`src/rtl/bcd_run_pkg.sv`:
```
// Shared types and helpers for the BCD run controller and its digit cells.
// Holds the run-state enum, BCD digit limits and a digit validity check.
package bcd_run_pkg;

    typedef enum logic [1:0] {
        IDLE,
        RUN,
        PAUSE,
        DONE
    } state_t;

    localparam logic [3:0] BCD_MAX = 4'd9;
    localparam logic [3:0] BCD_MIN = 4'd0;

    function automatic logic digit_ok(input logic [3:0] d);
        return d <= BCD_MAX;
    endfunction

endpackage

```
`src/rtl/bcd_run_digit.sv`:
```
// One mod-10 up/down digit cell, chained by cout -> cin into a cascade.
// Ports: clk, reset (sync, high), load/load_val (parallel load, wins over
// stepping), en/cin (step when both high), dir (1 = up), q (digit value),
// cout (carry when counting up, borrow when counting down; combinational).
module bcd_digit
    import bcd_run_pkg::*;
(
    input  logic       clk,
    input  logic       reset,
    input  logic       load,
    input  logic [3:0] load_val,
    input  logic       en,
    input  logic       dir,
    input  logic       cin,
    output logic [3:0] q,
    output logic       cout
);

    logic step;

    assign step = en & cin;

    // The next digit steps only when this one rolls over.
    assign cout = step & (dir ? (q == BCD_MAX) : (q == BCD_MIN));

    always_ff @(posedge clk) begin
        if (reset) begin
            q <= BCD_MIN;
        end else if (load) begin
            q <= load_val;
        end else if (step) begin
            if (dir) begin
                q <= (q == BCD_MAX) ? BCD_MIN : q + 4'd1;
            end else begin
                q <= (q == BCD_MIN) ? BCD_MAX : q - 4'd1;
            end
        end
    end

endmodule

```
`src/rtl/bcd_run_ctrl.sv`:
```
// Run controller: steps an NDIG-digit BCD cascade from start_val to
// target_val at one step per tick_div+1 cycles, with pause and abort.
// Ports: clk, reset (sync, high); start/abort/pause controls; dir, start_val,
// target_val, tick_div run settings (latched at accepted start); q (count),
// busy (RUN/PAUSE), done (1-cycle arrival pulse), wrap (1-cycle roll-over
// pulse), err (sticky, start rejected for a non-BCD digit).
// Build option: define BCD_AUTO_RELOAD_EN to restart from start_val after
// every arrival instead of finishing; runs then end only on abort.
module bcd_run_ctrl
    import bcd_run_pkg::*;
#(
    parameter int NDIG       = 2,
    parameter int PRESCALE_W = 8
) (
    input  logic                  clk,
    input  logic                  reset,
    input  logic                  start,
    input  logic                  abort,
    input  logic                  pause,
    input  logic                  dir,
    input  logic [4*NDIG-1:0]     start_val,
    input  logic [4*NDIG-1:0]     target_val,
    input  logic [PRESCALE_W-1:0] tick_div,
    output logic [4*NDIG-1:0]     q,
    output logic                  busy,
    output logic                  done,
    output logic                  wrap,
    output logic                  err
);

    localparam int W = 4 * NDIG;

`ifdef BCD_AUTO_RELOAD_EN
    localparam bit RELOAD = 1'b1;
`else
    localparam bit RELOAD = 1'b0;
`endif

    // One BCD step of a whole NDIG-digit value, up or down.
    function automatic logic [W-1:0] bcd_step(
        input logic [W-1:0] v,
        input logic         up
    );
        logic [W-1:0] r;
        logic [3:0]   d;
        logic         c;
        r = v;
        c = 1'b1;
        for (int i = 0; i < NDIG; i++) begin
            d = v[4*i +: 4];
            if (c) begin
                if (up) begin
                    c = (d == BCD_MAX);
                    d = c ? BCD_MIN : d + 4'd1;
                end else begin
                    c = (d == BCD_MIN);
                    d = c ? BCD_MAX : d - 4'd1;
                end
            end
            r[4*i +: 4] = d;
        end
        return r;
    endfunction

    function automatic logic all_bcd(input logic [W-1:0] v);
        logic ok;
        ok = 1'b1;
        for (int i = 0; i < NDIG; i++) begin
            ok = ok & digit_ok(v[4*i +: 4]);
        end
        return ok;
    endfunction

    state_t                state;
    state_t                state_n;
    logic [PRESCALE_W-1:0] presc;
    logic [PRESCALE_W-1:0] presc_n;
    logic [PRESCALE_W-1:0] div_lat;
    logic [W-1:0]          tgt_lat;
    logic [W-1:0]          sv_lat;
    logic                  dir_lat;

    logic                  start_ok;
    logic                  accept;
    logic                  reject;
    logic                  tick;
    logic                  run_en;
    logic                  done_n;
    logic                  at_tgt;
    logic                  arrive;
    logic                  reload_step;
    logic [W-1:0]          pre_tgt;
    logic [W-1:0]          load_val;
    logic                  load;
    logic [NDIG:0]         carry;

    assign start_ok = all_bcd(start_val) & all_bcd(target_val);

    // The value one step before the target: when a step leaves q here,
    // the stepped q is the target.
    assign pre_tgt = bcd_step(tgt_lat, ~dir_lat);
    assign at_tgt  = (q == tgt_lat);
    assign arrive  = (q == pre_tgt) & ~(RELOAD & at_tgt);

    assign reload_step = RELOAD & tick & at_tgt;

    always_comb begin
        state_n = state;
        presc_n = presc;
        accept  = 1'b0;
        reject  = 1'b0;
        tick    = 1'b0;
        run_en  = 1'b0;
        done_n  = 1'b0;
        unique case (state)
            IDLE: begin
                if (start && !abort) begin
                    if (start_ok) begin
                        accept  = 1'b1;
                        presc_n = '0;
                        if (start_val == target_val) begin
                            done_n  = 1'b1;
                            state_n = RELOAD ? RUN : DONE;
                        end else begin
                            state_n = RUN;
                        end
                    end else begin
                        reject = 1'b1;
                    end
                end
            end
            RUN, PAUSE: begin
                if (abort) begin
                    state_n = IDLE;
                end else if (pause) begin
                    state_n = PAUSE;
                end else begin
                    state_n = RUN;
                    run_en  = 1'b1;
                    if (presc == div_lat) begin
                        presc_n = '0;
                        tick    = 1'b1;
                        if (arrive) begin
                            done_n  = 1'b1;
                            state_n = RELOAD ? RUN : DONE;
                        end
                    end else begin
                        presc_n = presc + 1'b1;
                    end
                end
            end
            DONE: begin
                state_n = IDLE;
            end
        endcase
    end

    always_ff @(posedge clk) begin
        if (reset) begin
            state   <= IDLE;
            presc   <= '0;
            div_lat <= '0;
            tgt_lat <= '0;
            sv_lat  <= '0;
            dir_lat <= 1'b0;
            busy    <= 1'b0;
            done    <= 1'b0;
            wrap    <= 1'b0;
            err     <= 1'b0;
        end else begin
            state <= state_n;
            presc <= presc_n;
            if (accept) begin
                div_lat <= tick_div;
                tgt_lat <= target_val;
                sv_lat  <= start_val;
                dir_lat <= dir;
            end
            busy <= (state_n == RUN) || (state_n == PAUSE);
            done <= done_n;
            // A reload never rolls over: the digits are loaded, not stepped.
            wrap <= carry[NDIG];
            if (reject) begin
                err <= 1'b1;
            end else if (accept) begin
                err <= 1'b0;
            end
        end
    end

    assign load     = accept | reload_step;
    assign load_val = accept ? start_val : sv_lat;
    assign carry[0] = tick;

    for (genvar i = 0; i < NDIG; i++) begin : g_dig
        bcd_digit u_dig (
            .clk      (clk),
            .reset    (reset),
            .load     (load),
            .load_val (load_val[4*i +: 4]),
            .en       (run_en & ~reload_step),
            .dir      (dir_lat),
            .cin      (carry[i]),
            .q        (q[4*i +: 4]),
            .cout     (carry[i+1])
        );
    end

endmodule

```
`config.mk`:
```
export PLATFORM = sky130hd
export DESIGN_NAME = bcd_run_ctrl
export DESIGN_NICKNAME = d
export VERILOG_FILES = /design/src/rtl/bcd_run_pkg.sv /design/src/rtl/bcd_run_digit.sv /design/src/rtl/bcd_run_ctrl.sv
export SDC_FILE = /design/constraint.sdc
export NUM_CORES = 1
export LEC_CHECK = 0
export CAP_MARGIN = 20
export CORE_UTILIZATION = 54
export DETAILED_ROUTE_END_ITERATION = 8
export PLACE_DENSITY_LB_ADDON = 0.25
export SYNTH_ARGS = -nofsm -noshare
export SYNTH_HDL_FRONTEND = slang
export SYNTH_SLANG_ARGS = --single-unit
```
`constraint.sdc`:
```
create_clock -name clk -period 3.2 [get_ports clk]
set_input_delay 0.64 -clock clk [delete_from_list [all_inputs] [get_ports clk]]
set_output_delay 0.64 -clock clk [all_outputs]
set_load 0.005 [all_outputs]
```
* Yosys cells after proc, flatten, opt, wreduce, memory -nomap -nowiden
Cells that the tools add are included.
** Storage, ports and cells
- Flip-flop bits (word level) :: 39
- Input bits :: 30
- Output and inout bits :: 12
- Logic and storage cells :: 118
** Operators by class
- Add/sub/neg operators :: 9
- Order comparisons :: 4
- Eq/ne operators :: 16
- Multiplexer cells :: 57
- Bitwise gates (word level) :: 7
- Reductions and logical operators :: 14
** Operator list (number)
- $mux W4 :: 17
- $mux W8 :: 5
- $mux W1 :: 25
- $eq A8 B8 Y1 :: 3
- $add A4 B1 Y4 const B :: 4
- $eq A4 B4 Y1 const B :: 4
- $le A4 B4 Y1 const B :: 4
- $logic_not A4 Y1 :: 4
- $pmux W8 S2 :: 1
- $sub A4 B1 Y4 const B :: 4
- $mux W2 :: 7
- $add A8 B1 Y8 const B :: 1
- $ne A2 B2 Y1 const B :: 4
- $reduce_bool A2 Y1 :: 4
- $and A1 B1 Y1 :: 7
- $eq A2 B2 Y1 const B :: 3
- $pmux W2 S3 :: 1
- $reduce_and A5 Y1 :: 1
- $eq A2 B1 Y1 const B :: 2
- $logic_not A2 Y1 :: 1
- $pmux W1 S2 :: 1
- $reduce_or A2 Y1 :: 1
- $logic_and A1 B1 Y1 :: 1
- $logic_not A1 Y1 :: 1
- $logic_or A1 B1 Y1 :: 1

* Longest topological paths before layout
Gate-level depths: netlist (run 1).
- Word-level depth :: 12
- Gate-level depth with buffers :: 11
- Gate-level depth less buffers :: 10

* Cells and area by module
From an unflattened synthesis (run 1), not the netlist that was laid out.
** Unflattened totals
- Cell total of the unflattened synthesis :: 371
- Area, all modules :: 3078.0 um^2
** By module, submodules not included
- bcd_run_ctrl :: times used 1, cells an instance 289, area each 2452.4 um^2, sequential area each 780.7 um^2
- bcd_digit :: times used 2, cells an instance 41, area each 312.8 um^2, sequential area each 80.1 um^2

* Worst setup path after synthesis (run 1)
OpenSTA, ideal clock, no wires.
- Kind :: register to register
- From :: register tgt_lat[4]
- To :: register busy
- Library setup time :: 0.123 ns
- Arrival time :: 2.403 ns
- Required time :: 3.077 ns
- Setup slack :: 0.674 ns
- Cell stages (with the launch flop) :: 12
- Buffers on the path :: 1
- Clock period less this slack :: 2.526 ns
- Cell sequence :: dfxtp_1 > clkbuf_1 > inv_1 > ha_1 > nand3b_1 > a21oi_1 > o21ai_0 > a21oi_1 > or4_1 > o31ai_1 > o2bb2ai_1 > mux2_1
** Between the ends
- Cells in the longest elaborated chain, start to end :: 12
- Elaborated cells on any way between the ends :: 17
- Those cells by class :: 2 x add/sub; 4 x eq/ne; 9 x mux; 2 x reduce/logical
** RTL lines
- from (decl) :: RTL line bcd_run_ctrl.sv:79 : logic [W-1:0] tgt_lat;
- from (signal assigned) :: RTL line bcd_run_ctrl.sv:175 : tgt_lat <= target_val;
- $add A4 B1 Y4 (tied with other cells) :: RTL line bcd_run_ctrl.sv:54 : d = c ? BCD_MIN : d + 4'd1;
- $mux W4, on equally long branches :: RTL line bcd_run_ctrl.sv:54, bcd_run_ctrl.sv:57
- $mux W4 :: RTL line bcd_run_ctrl.sv:52 : if (up) begin
- $mux W4 (*) :: RTL line bcd_run_ctrl.sv:51 : if (c) begin
- $eq A8 B8 Y1 (*) :: RTL line bcd_run_ctrl.sv:103 : assign arrive = (q == pre_tgt) & ~(RELOAD & at_tgt);
- $mux W2 (*) :: RTL line bcd_run_ctrl.sv:143 : if (arrive) begin
- $mux W2 (*) :: RTL line bcd_run_ctrl.sv:140 : if (presc == div_lat) begin
- $mux W2 (*) :: RTL line bcd_run_ctrl.sv:135 : end else if (pause) begin
- $mux W2 (*) :: RTL line bcd_run_ctrl.sv:133 : if (abort) begin
- $pmux W2 S3 (*) :: RTL line bcd_run_ctrl.sv:115 : unique case (state)
- $eq A2 B1 Y1 or $eq A2 B2 Y1 (tied branches) :: RTL line bcd_run_ctrl.sv:179 : busy <= (state_n == RUN) || (state_n == PAUSE);
- $logic_or A1 B1 Y1 (*) :: RTL line bcd_run_ctrl.sv:179
- to (signal assigned) :: RTL line bcd_run_ctrl.sv:179
- to (decl) :: RTL line bcd_run_ctrl.sv:25 : output logic busy,
Mark *: on every way between the ends. The rest lies on a longest branch, timed or not.
A chain may end at the register's enable or synchronous reset.

* Worst setup path after layout (run 1)
- From :: register dir_lat
- To :: register busy
** Between the ends
- Cells in the longest elaborated chain, start to end :: 10
- Elaborated cells on any way between the ends :: 13
- Those cells by class :: 3 x eq/ne; 9 x mux; 1 x reduce/logical
** RTL lines
- from (decl) :: RTL line bcd_run_ctrl.sv:81 : logic dir_lat;
- from (signal assigned) :: RTL line bcd_run_ctrl.sv:177 : dir_lat <= dir;
- $mux W4 or $mux W1 (tied branches) :: RTL line bcd_run_ctrl.sv:52
- $mux W4 :: RTL line bcd_run_ctrl.sv:51
- $eq A8 B8 Y1 (*) :: RTL line bcd_run_ctrl.sv:103
- $mux W2 (*) :: RTL line bcd_run_ctrl.sv:143
- $mux W2 (*) :: RTL line bcd_run_ctrl.sv:140
- $mux W2 (*) :: RTL line bcd_run_ctrl.sv:135
- $mux W2 (*) :: RTL line bcd_run_ctrl.sv:133
- $pmux W2 S3 (*) :: RTL line bcd_run_ctrl.sv:115
- $eq A2 B1 Y1 or $eq A2 B2 Y1 (tied branches) :: RTL line bcd_run_ctrl.sv:179
- $logic_or A1 B1 Y1 (*) :: RTL line bcd_run_ctrl.sv:179
Marks and branches as above.

==> results.sh, run 1 <==
export IMPL_rsz0062_at_grt="no"
export IMPL_routed_wl_microns=6770
export IMPL_drv_cap=0
export IMPL_cts_setup_buffers=0
export IMPL_end_kind="register"
export IMPL_final_cell_mix="nand2_1, clkdlybuf4s50_1, dfxtp_1"
export IMPL_design_area_sq_um=3220
export IMPL_drv_slew=0
export IMPL_cts_buffers=5
export IMPL_cts_tree="built"
export IMPL_start_util_pct=56.4
export IMPL_antenna_found_initial=0
export IMPL_io_buffers=41
export IMPL_synth_cell_types=55
export IMPL_grt_pass1_wl_microns=11100
export IMPL_final_common_cell="nand2_1"
export IMPL_io_pins=42
export IMPL_clockBufferDepth=2
export IMPL_synth_fp_nets=400
export IMPL_vias=2713
export IMPL_yosys_warnings=0
export IMPL_drt_iter0_markers=249
export IMPL_synthArstFlopShare_pct=0
export IMPL_dpl_instance_area_sq_um=3130
export IMPL_yosysTopAreaCell="dfxtp_1"
export IMPL_synth_seq_cells=39
export IMPL_relSlewSlack_pct=65.6
export IMPL_gp_congestion=0.914
export IMPL_max_stage_delay_ns=0.58
export IMPL_overflow=0
export IMPL_cellPowerDensity_nw_per_um2=350
export IMPL_rows=25
export IMPL_postRouteAntennaNets=0
export IMPL_path_buf_inv=0
export IMPL_wl_per_cell_microns=14.6
export IMPL_grt_pass1_vias=2502
export IMPL_fin_crit_sh_pct=89.3
export IMPL_critPathTopFamily="compound AO/OA/AOI/OAI gates"
export IMPL_viasPerCell=5.85
export IMPL_fin_tns_setup_ns=0
export IMPL_min_path_type="register to register"
export IMPL_dp_final_hpwl_microns=4980
export IMPL_cp_start_kind="register"
export IMPL_leakage_nw=1.18
export IMPL_syn_to_final_growth_pct=20.1
export IMPL_ys_flop_type="dfxtp_1"
export IMPL_critPathRequiredTime_ns=3.39
export IMPL_status="finished, final reports clean"
export IMPL_track_usage_pct=26.9
export IMPL_cts_resized=0
export IMPL_cts_root_buf="clkbuf_8"
export IMPL_arrival_ns=3.05
export IMPL_cts_sinks=39
export IMPL_clock_latency_ns=0.30
export IMPL_fmaxAchievable_mhz=350
export IMPL_grt_start_max_net_pins=30
export IMPL_worst_pin_slew_ns=0.513
export IMPL_n_antenna_cell=0
export IMPL_nets=432
export IMPL_ctsHoldBuffers=0
export IMPL_crit_chain="and3b_1 > o21ai_1 > mux2i_1 > xor2_1 > nand4b_1 > o31ai_1 > o2bb2ai_1 > mux2_1"
export IMPL_drive_above_1_share_pct=5.79
export IMPL_finalSetupViolations=0
export IMPL_avgSynthCellArea_sq_um=7.36
export IMPL_fill_cells=448
export IMPL_critPathMaxFanout=14
export IMPL_path_class="register to register"
export IMPL_syn_cell_area_sq_um=2680
export IMPL_drt_first_pass_iters=4
export IMPL_htreeDepth=2
export IMPL_core_sq_um=4750
export IMPL_drc=0
export IMPL_seq_area_frac_synth_pct=29.1
export IMPL_hold_violations=0
export IMPL_synth_cells=364
export IMPL_ir_worst_vdd_mv=0.224
export IMPL_cp_slowest_cell="dfxtp_1"
export IMPL_dieArea_sq_um=5250
export IMPL_die_w_microns=72.5
export IMPL_die_h_microns=72.5
export IMPL_synthTopCellsByArea="dfxtp_1, nand2_1, xnor2_1"
export IMPL_synth_top_cell_area_share_pct=29.1
export IMPL_fin_util_pct=67.7
export IMPL_path_clk_slew_ns=0.08
export IMPL_period_minus_slack_ns=2.86
export IMPL_synth_edf_count=0
export IMPL_finalClockSkew_ns=0.00652
==> flip-flops by register name, indices dropped and copies added, names as in the netlist <==
| signal | flops |
|---|---|
| g_dig.u_dig.q | 8 |
| div_lat | 8 |
| busy | 1 |
| state | 2 |
| done | 1 |
| tgt_lat | 8 |
| dir_lat | 1 |
| presc | 8 |
| err | 1 |
| wrap | 1 |
==> worst min-delay path, cell delays in order (launching register included) <==
cell     delay [ns]
dfxtp_1        0.32
nand2_1        0.05
a21oi_1        0.05
==> path summary, 6_finish.rpt <==
path,startpoint,to,slack (ns),cells after the start
setup / recovery,dir_lat$_SDFFE_PP0P_,busy$_SDFF_PP0_,0.34,8
hold / removal,div_lat[7]$_SDFFE_PP0P_,div_lat[7]$_SDFFE_PP0P_,0.47,2
setup reg to reg,dir_lat$_SDFFE_PP0P_,busy$_SDFF_PP0_,0.34,8
hold reg to reg,div_lat[7]$_SDFFE_PP0P_,div_lat[7]$_SDFFE_PP0P_,0.47,2
==> metal layers <==
layer / vias to the layer above / global-route usage [%] / wire [microns]
met3: 17 / 5.14 / 471
met4: 0 / 9.80 / 141
li1: 1328 / - / -
met1: 1251 / 33.8 / 2940
met2: 117 / 45.8 / 3220
met5: - / 0 / 0
==> area by class of cell <==
type	instances	area [sq um]	area share, %
timing repair buffer	50	478	14.9
sequential	39	781	24.3
clock inverter	2	12.5	0.389
inverter	13	48.8	1.52
tap	67	83.8	2.60
clock buffer	6	72.6	2.26
multi-input combinational	287	1740	54.1
==> cells by family after synthesis <==
group | after synthesis | share of synthesized area [%]
and+or+nand+nor | 152 | 28.7
AOI/OAI and AO/OA | 91 | 20.8
DFF | 39 | 29.1
buffers and inverters | 38 | 5.88
xor gates and xnor gates | 33 | 10.8
adders and majority gates | 6 | 2.80
muxes | 5 | 1.91
==> synth_stat cells, drive strengths merged, types with 2 or more instances <==
| cell type | number |
|---|---|
| nand2b | 6 |
| o31ai | 3 |
| o2bb2ai | 2 |
| nor2b | 6 |
| a22oi | 2 |
| nor3 | 11 |
| a2111oi | 2 |
| a211oi | 8 |
| o21ai | 30 |
| and4 | 2 |
| and2 | 4 |
| a21oi | 28 |
| or3 | 3 |
| nand2 | 47 |
| dfxtp | 39 |
| inv | 13 |
| and3 | 5 |
| clkbuf | 14 |
| nand4 | 5 |
| xor2 | 16 |
| nor4bb | 2 |
| o22ai | 4 |
| nand3b | 2 |
| xnor2 | 17 |
| a31oi | 2 |
| nor3b | 3 |
| ha | 6 |
| mux2i | 4 |
| nor2 | 36 |
| nor4 | 3 |
| nand3 | 12 |
| buf | 11 |
==> power by group <==
part	switching (W)	total, W	internal [W]
registers	0.0000311	0.000536	0.000505
clock network	0.000183	0.000336	0.000152
logic	0.000127	0.000255	0.000128
total	0.000341	0.00113	0.000785
==> through the flow <==
step	worst slack [ns]	cells	hold slack (ns)	total power, W
after floorplan	0.674	364	0.448	0.000691
after global placement	0.447	456	0.458	0.000792
after detailed placement	0.389	456	0.462	0.000796
after CTS	0.367	464	0.473	0.00112
after global routing	0.203	464	0.490	0.00117
final	0.344	464	0.472	0.00113
Power figures use the tool's default switching activity.
==> run 2, diff against run 1 <==
GPL_ROUTABILITY_DRIVEN = 0   (was unset)
==> results of run 2 <==
Same layout as run 1: the final DEF is identical, and so are final timing and power.
